[src/rtl/polcordic.sv]
// polcordic: pipelined rotation-mode CORDIC, polar (Mag, Ang) to cartesian (X, Y)
//   clk, rst (async, active high)
//   in_valid, Mag[16:0] (clamped to 0x0FFFF), Ang[16:0] (1 LSB = 1/256 deg)
//   out_valid, X = Mag*cos(Ang), Y = Mag*sin(Ang), both 17-bit two's complement
module polcordic #(
  parameter int ITERATIONS = 12,
  parameter int GW = 2
) (
  input  logic        clk,
  input  logic        rst,
  input  logic        in_valid,
  input  logic [16:0] Mag,
  input  logic [16:0] Ang,
  output logic        out_valid,
  output logic [16:0] X,
  output logic [16:0] Y
);
  localparam int N = ITERATIONS;
  localparam int W = 17 + GW;
  localparam logic signed [W-1:0] SMAX = W'(65535);
  localparam logic signed [17:0] ATAN [16] = '{
    18'sd11520, 18'sd6801, 18'sd3593, 18'sd1824, 18'sd916, 18'sd458, 18'sd229, 18'sd115,
    18'sd57, 18'sd29, 18'sd14, 18'sd7, 18'sd4, 18'sd2, 18'sd1, 18'sd0};
  logic signed [W-1:0] xs [0:N];
  logic signed [W-1:0] ys [0:N];
  logic signed [17:0]  zs [0:N];
  logic [1:0]          qs [0:N];
  logic                vs [0:N];
  logic [15:0]         mag_c;
  logic [16:0]         a;
  logic [1:0]          q0;
  logic signed [W-1:0] xr, yr;
  function automatic logic [16:0] sat(input logic signed [W-1:0] v);
    return v > SMAX ? 17'h0FFFF : v < -SMAX ? 17'h10001 : v[16:0];
  endfunction
  always_comb begin
    mag_c = Mag[16] ? 16'hFFFF : Mag[15:0];
    a     = Ang >= 17'h16800 ? Ang - 17'h16800 : Ang;
    q0    = a < 17'h05A00 ? 2'd0 : a < 17'h0B400 ? 2'd1 : a < 17'h10E00 ? 2'd2 : 2'd3;
    xr    = qs[N] == 2'd0 ? xs[N] : qs[N] == 2'd1 ? -ys[N] : qs[N] == 2'd2 ? -xs[N] : ys[N];
    yr    = qs[N] == 2'd0 ? ys[N] : qs[N] == 2'd1 ? xs[N] : qs[N] == 2'd2 ? -ys[N] : -xs[N];
  end
  always_ff @(posedge clk or posedge rst)
    if (rst) begin
      for (int i = 0; i <= N; i++) begin
        xs[i] <= '0;
        ys[i] <= '0;
        zs[i] <= '0;
        qs[i] <= '0;
        vs[i] <= 1'b0;
      end
      out_valid <= 1'b0;
      X         <= '0;
      Y         <= '0;
    end else begin
      vs[0] <= in_valid;
      xs[0] <= W'((32'(mag_c) * 32'd19898) >> 15);
      ys[0] <= '0;
      zs[0] <= 18'(a) - 18'(q0) * 18'h05A00;
      qs[0] <= q0;
      for (int i = 0; i < N; i++) begin
        xs[i+1] <= zs[i][17] ? xs[i] + (ys[i] >>> i) : xs[i] - (ys[i] >>> i);
        ys[i+1] <= zs[i][17] ? ys[i] - (xs[i] >>> i) : ys[i] + (xs[i] >>> i);
        zs[i+1] <= zs[i][17] ? zs[i] + ATAN[i] : zs[i] - ATAN[i];
        qs[i+1] <= qs[i];
        vs[i+1] <= vs[i];
      end
      out_valid <= vs[N];
      X         <= sat(xr);
      Y         <= sat(yr);
    end
endmodule

[config.mk]
export PLATFORM = sky130hd
export DESIGN_NAME = polcordic
export DESIGN_NICKNAME = d
export VERILOG_FILES = /design/src/rtl/polcordic.sv
export SDC_FILE = /design/constraint.sdc
export NUM_CORES = 2
export LEC_CHECK = 0
export BUFFER_PORTS_ARGS = -buffer_cell sky130_fd_sc_hd__clkbuf_2
export CORE_ASPECT_RATIO = 1.75
export CORE_MARGIN = 4
export CORE_UTILIZATION = 45
export DETAILED_ROUTE_END_ITERATION = 16
export GPL_ROUTABILITY_DRIVEN = 0
export PLACE_DENSITY_LB_ADDON = 0.2
export SETUP_SLACK_MARGIN = 0.5
export SYNTH_ARGS = -nofsm -noshare
export SYNTH_HDL_FRONTEND = slang
export SYNTH_SLANG_ARGS = --single-unit
export TNS_END_PERCENT = 100
[constraint.sdc]
create_clock -name clk -period 39.7 [get_ports clk]
set_input_delay 3.97 -clock clk [delete_from_list [all_inputs] [get_ports clk]]
set_output_delay 3.97 -clock clk [all_outputs]
set_load 0.01 [all_outputs]
==> qor.csv <==
stage;metric;value;unit
cts;clock-sinks;738;
timing;worst_pin_slew;1.22;ns
layout;drive_above_1_share;5.87;%
global_route;grt_overflow;0;
layout;nets;6786;
timing;maxSlewHeadroom;17.8;%
cts;clockRootBuffer;clkbuf_16;
timing;finClkSkew;0.0609;ns
cts;clock_latency;0.70;ns
global_route;grt_pass1_vias;44600;
routing;avgRoutedWirePerCell;18.6;um
timing;finalSetupTns;0;ns
die;die_y;474;um
cts;htreeDepth;3;
routing;finalWirelength;141000;um
hold_path;holdCritPathClass;reg -> reg;
cts;cts.clk_slew.worst_paths;0.06;ns
layout;area_delta_synth_final;8.97;%
timing;slew_violations;0;
timing;final-setup-viol-count;0;
setup_path;r2r-start;xs[210];
timing;timing.fmax;99.7;MHz
timing;rsz0062_at_grt;false;
global_route;grt_start_max_net_pins;177;
yosys;synth-adder-area-share;20.1;%
yosys;synth_ff_type;dfrtp_1;
cts;tritoncts;done;
die;core_area;123000;um2
routing;dr.pass1.iters;5;
setup_path;cp.arrival;10.64;ns
yosys;yosysSeqAreaShare;33.1;%
cts;cts_hold_buf;0;
yosys;synthArstFlopShare;100;%
placement;hpwl;115000;um
routing;drt_iter0_drc;1963;
die;io_pins;72;
die;start_util;45.4;%
setup_path;crit_fanout;21;
placement;port_buffers;71;
setup_path;crit_path_start_kind;input pin;
yosys;syn-num-nets;6695;
yosys;synth_compound_area_share;16.4;%
cts;cts_resized;0;
cts;clk_path_buf_depth;3;
hold_path;hold_start;qs[5];
cts;cts_buffers;79;
timing;finalHoldViolCount;0;
setup_path;cp.required;40.31;ns
yosys;yosysWarnings;0;
layout;fillCellCount;11600;
yosys;synth_mux_area_share;2.10;%
die;dieWidth;274;um
yosys;synth_seq_cells;738;
global_route;grt_pass1_wl;226000;um
yosys;synth_top_family_by_area;adder cells;
routing;ant_nets;0;
setup_path;critPathLaunch;Mag[16];
job;drv_cap;0;
timing;fin_crit_sh;25.3;%
yosys;synthSimpleGateAreaFrac;12.6;%
yosys;synth_edf_count;0;
timing;post-route-min-period;10.03;ns
global_route;grt_antenna_before_repair;1;
global_route;grt_usage;21.8;%
cts;cts_setup_buffers;0;
yosys;synth_area;55800;um2
yosys;syn_area_per_cell;9.56;um2
yosys;synth.distinct_cells;87;
setup_path;critical_path_class;in -> reg;
routing;vias;42600;
die;std_cell_rows;170;
yosys;synth-xor-area-share;11.8;%
setup_path;worstSetupEndpointType;flop;
run_status;outcome;finished, final reports clean;
die;dieArea;130000;um2
yosys;syn_inst;5832;
routing;avgViaCountPerCell;5.59;
routing;drc;0;
## layout make-up
class	instances	area [um2]	share of cell area, %
Timing Repair Buffer	102	613	1.01
Inverter	465	1750	2.88
Antenna cell	2	5.00	0.00824
Tap cell	1634	2040	3.36
Clock buffer	102	2170	3.58
Clock inverter	36	542	0.892
Sequential cell	738	18500	30.4
Multi-Input combinational cell	4537	35200	57.9
## sequential cells by signal, summed over array words and instances, names as in the netlist
name and flops:
X 17, qs 26, out_valid 1, zs 198, ys 226, Y 17, xs 240, vs 13
## worst paths after layout
check | cells past startpoint | endpoint | slack, ns
max | 23 | xs[243] | 29.67
min in group asynchronous | 2 | xs[243] | 3.41
max in group asynchronous | 3 | qs[0] | 34.60
min reg2reg | 0 | qs[3] | 0.34
min | 0 | qs[3] | 0.34
max reg2reg | 14 | ys[208] | 35.07
## cell families after synthesis
logic type	count (synthesis)
xor gates and xnor gates	753
muxes	91
adders and majority gates	826
AOI/OAI and AO/OA	1420
buffers and inverters	557
DFF	738
and+or+nand+nor	1447
## layer usage
layer  routed length, um  vias to the layer above  track usage (%)
met1               43700                    20700             18.2
li1                    -                    20800                -
met3                3400                      428             2.35
met5                   0                        -                0
met4               10100                        0             13.9
met2               84100                      741             46.2
## worst max-delay path, cell delays in order
cell and delay [ns]:
clkbuf_2 0.22, nor2_1 0.55, inv_1 0.29, fa_1 0.55
ha_1 0.30, inv_1 0.05, fa_1 0.51, inv_1 0.05
fa_1 0.46, fa_1 0.56, inv_1 0.06, fa_1 0.49
inv_1 0.04, ha_1 0.26, o211ai_1 0.07, o21ai_0 0.14
nand2_1 0.11, o31ai_1 0.68, a21oi_1 0.28, a31oi_1 0.40
a31oi_1 0.22, a21oi_1 0.20, xor2_1 0.17
## layout by cell type, fill, tap and decap left out, types with 30 or more instances in the layout
cell type,instances
dfrtp_1,737
ha_1,709
a21oi_1,496
xnor2_1,485
nor2_1,479
inv_1,462
xor2_1,267
nand2_1,252
o21ai_0,203
nor3_1,182
a21o_1,164
fa_1,117
nand3_1,94
nor2b_1,84
o21bai_1,80
clkbuf_16,79
a211oi_1,78
o21a_1,72
clkbuf_2,71
or3_1,54
and3_1,53
nand2b_1,52
a31oi_1,49
mux2i_1,47
nor4_1,44
o211ai_1,36
o31ai_1,34
o41ai_1,30
## Yosys cell counts, types with 18 or more instances
cell type  number  share of area, %
a21o_1        164               2.2
or2_2          27              0.30
and3_1         53              0.59
nor4_1         44              0.49
fa_1          117               4.2
nand2_1       252               1.7
o31ai_1        34              0.46
nor2_1        479               3.2
o21ai_0       203               1.8
clkbuf_1       68              0.46
nor3b_1        20              0.27
nand2b_1       52              0.58
dfrtp_1       738                33
nor3_1        182               1.6
o41ai_1        30              0.47
a31oi_1        49              0.55
or3_1          54              0.61
o21bai_1       80               1.1
or4_1          21              0.28
and2_1         19              0.21
ha_1          709                16
mux2i_1        47              0.84
o21a_1         72              0.97
nor2b_1        84              0.94
a211oi_1       78               1.1
a31o_2         26              0.41
mux4_2         18              0.73
mux2_2         26              0.53
o211ai_1       36              0.48
a21oi_1       496               4.5
nand3_1        94              0.84
xor2_1        267               4.2
xnor2_1       485               7.6
inv_1         463               3.1
## per-stage QoR
step | hold slack, ns | instance area (um2) | worst slack (ns) | util [%] | cells
after detailed placement | 0.335 | 58000 | 28.84 | 47.2 | 7476
after global routing | 0.350 | 60800 | 29.26 | 49.4 | 7615
after global placement | 0.331 | 58000 | 28.90 | 47.2 | 7476
after CTS | 0.344 | 60800 | 29.58 | 49.4 | 7614
after floorplan | 0.331 | 55800 | 15.02 | - | 5832
final | 0.344 | 60800 | 29.67 | 49.4 | 7616
Power is left out: the tool's default activity adds up to more than one toggle a clock period on the data nets, which glitch-free logic cannot reach.
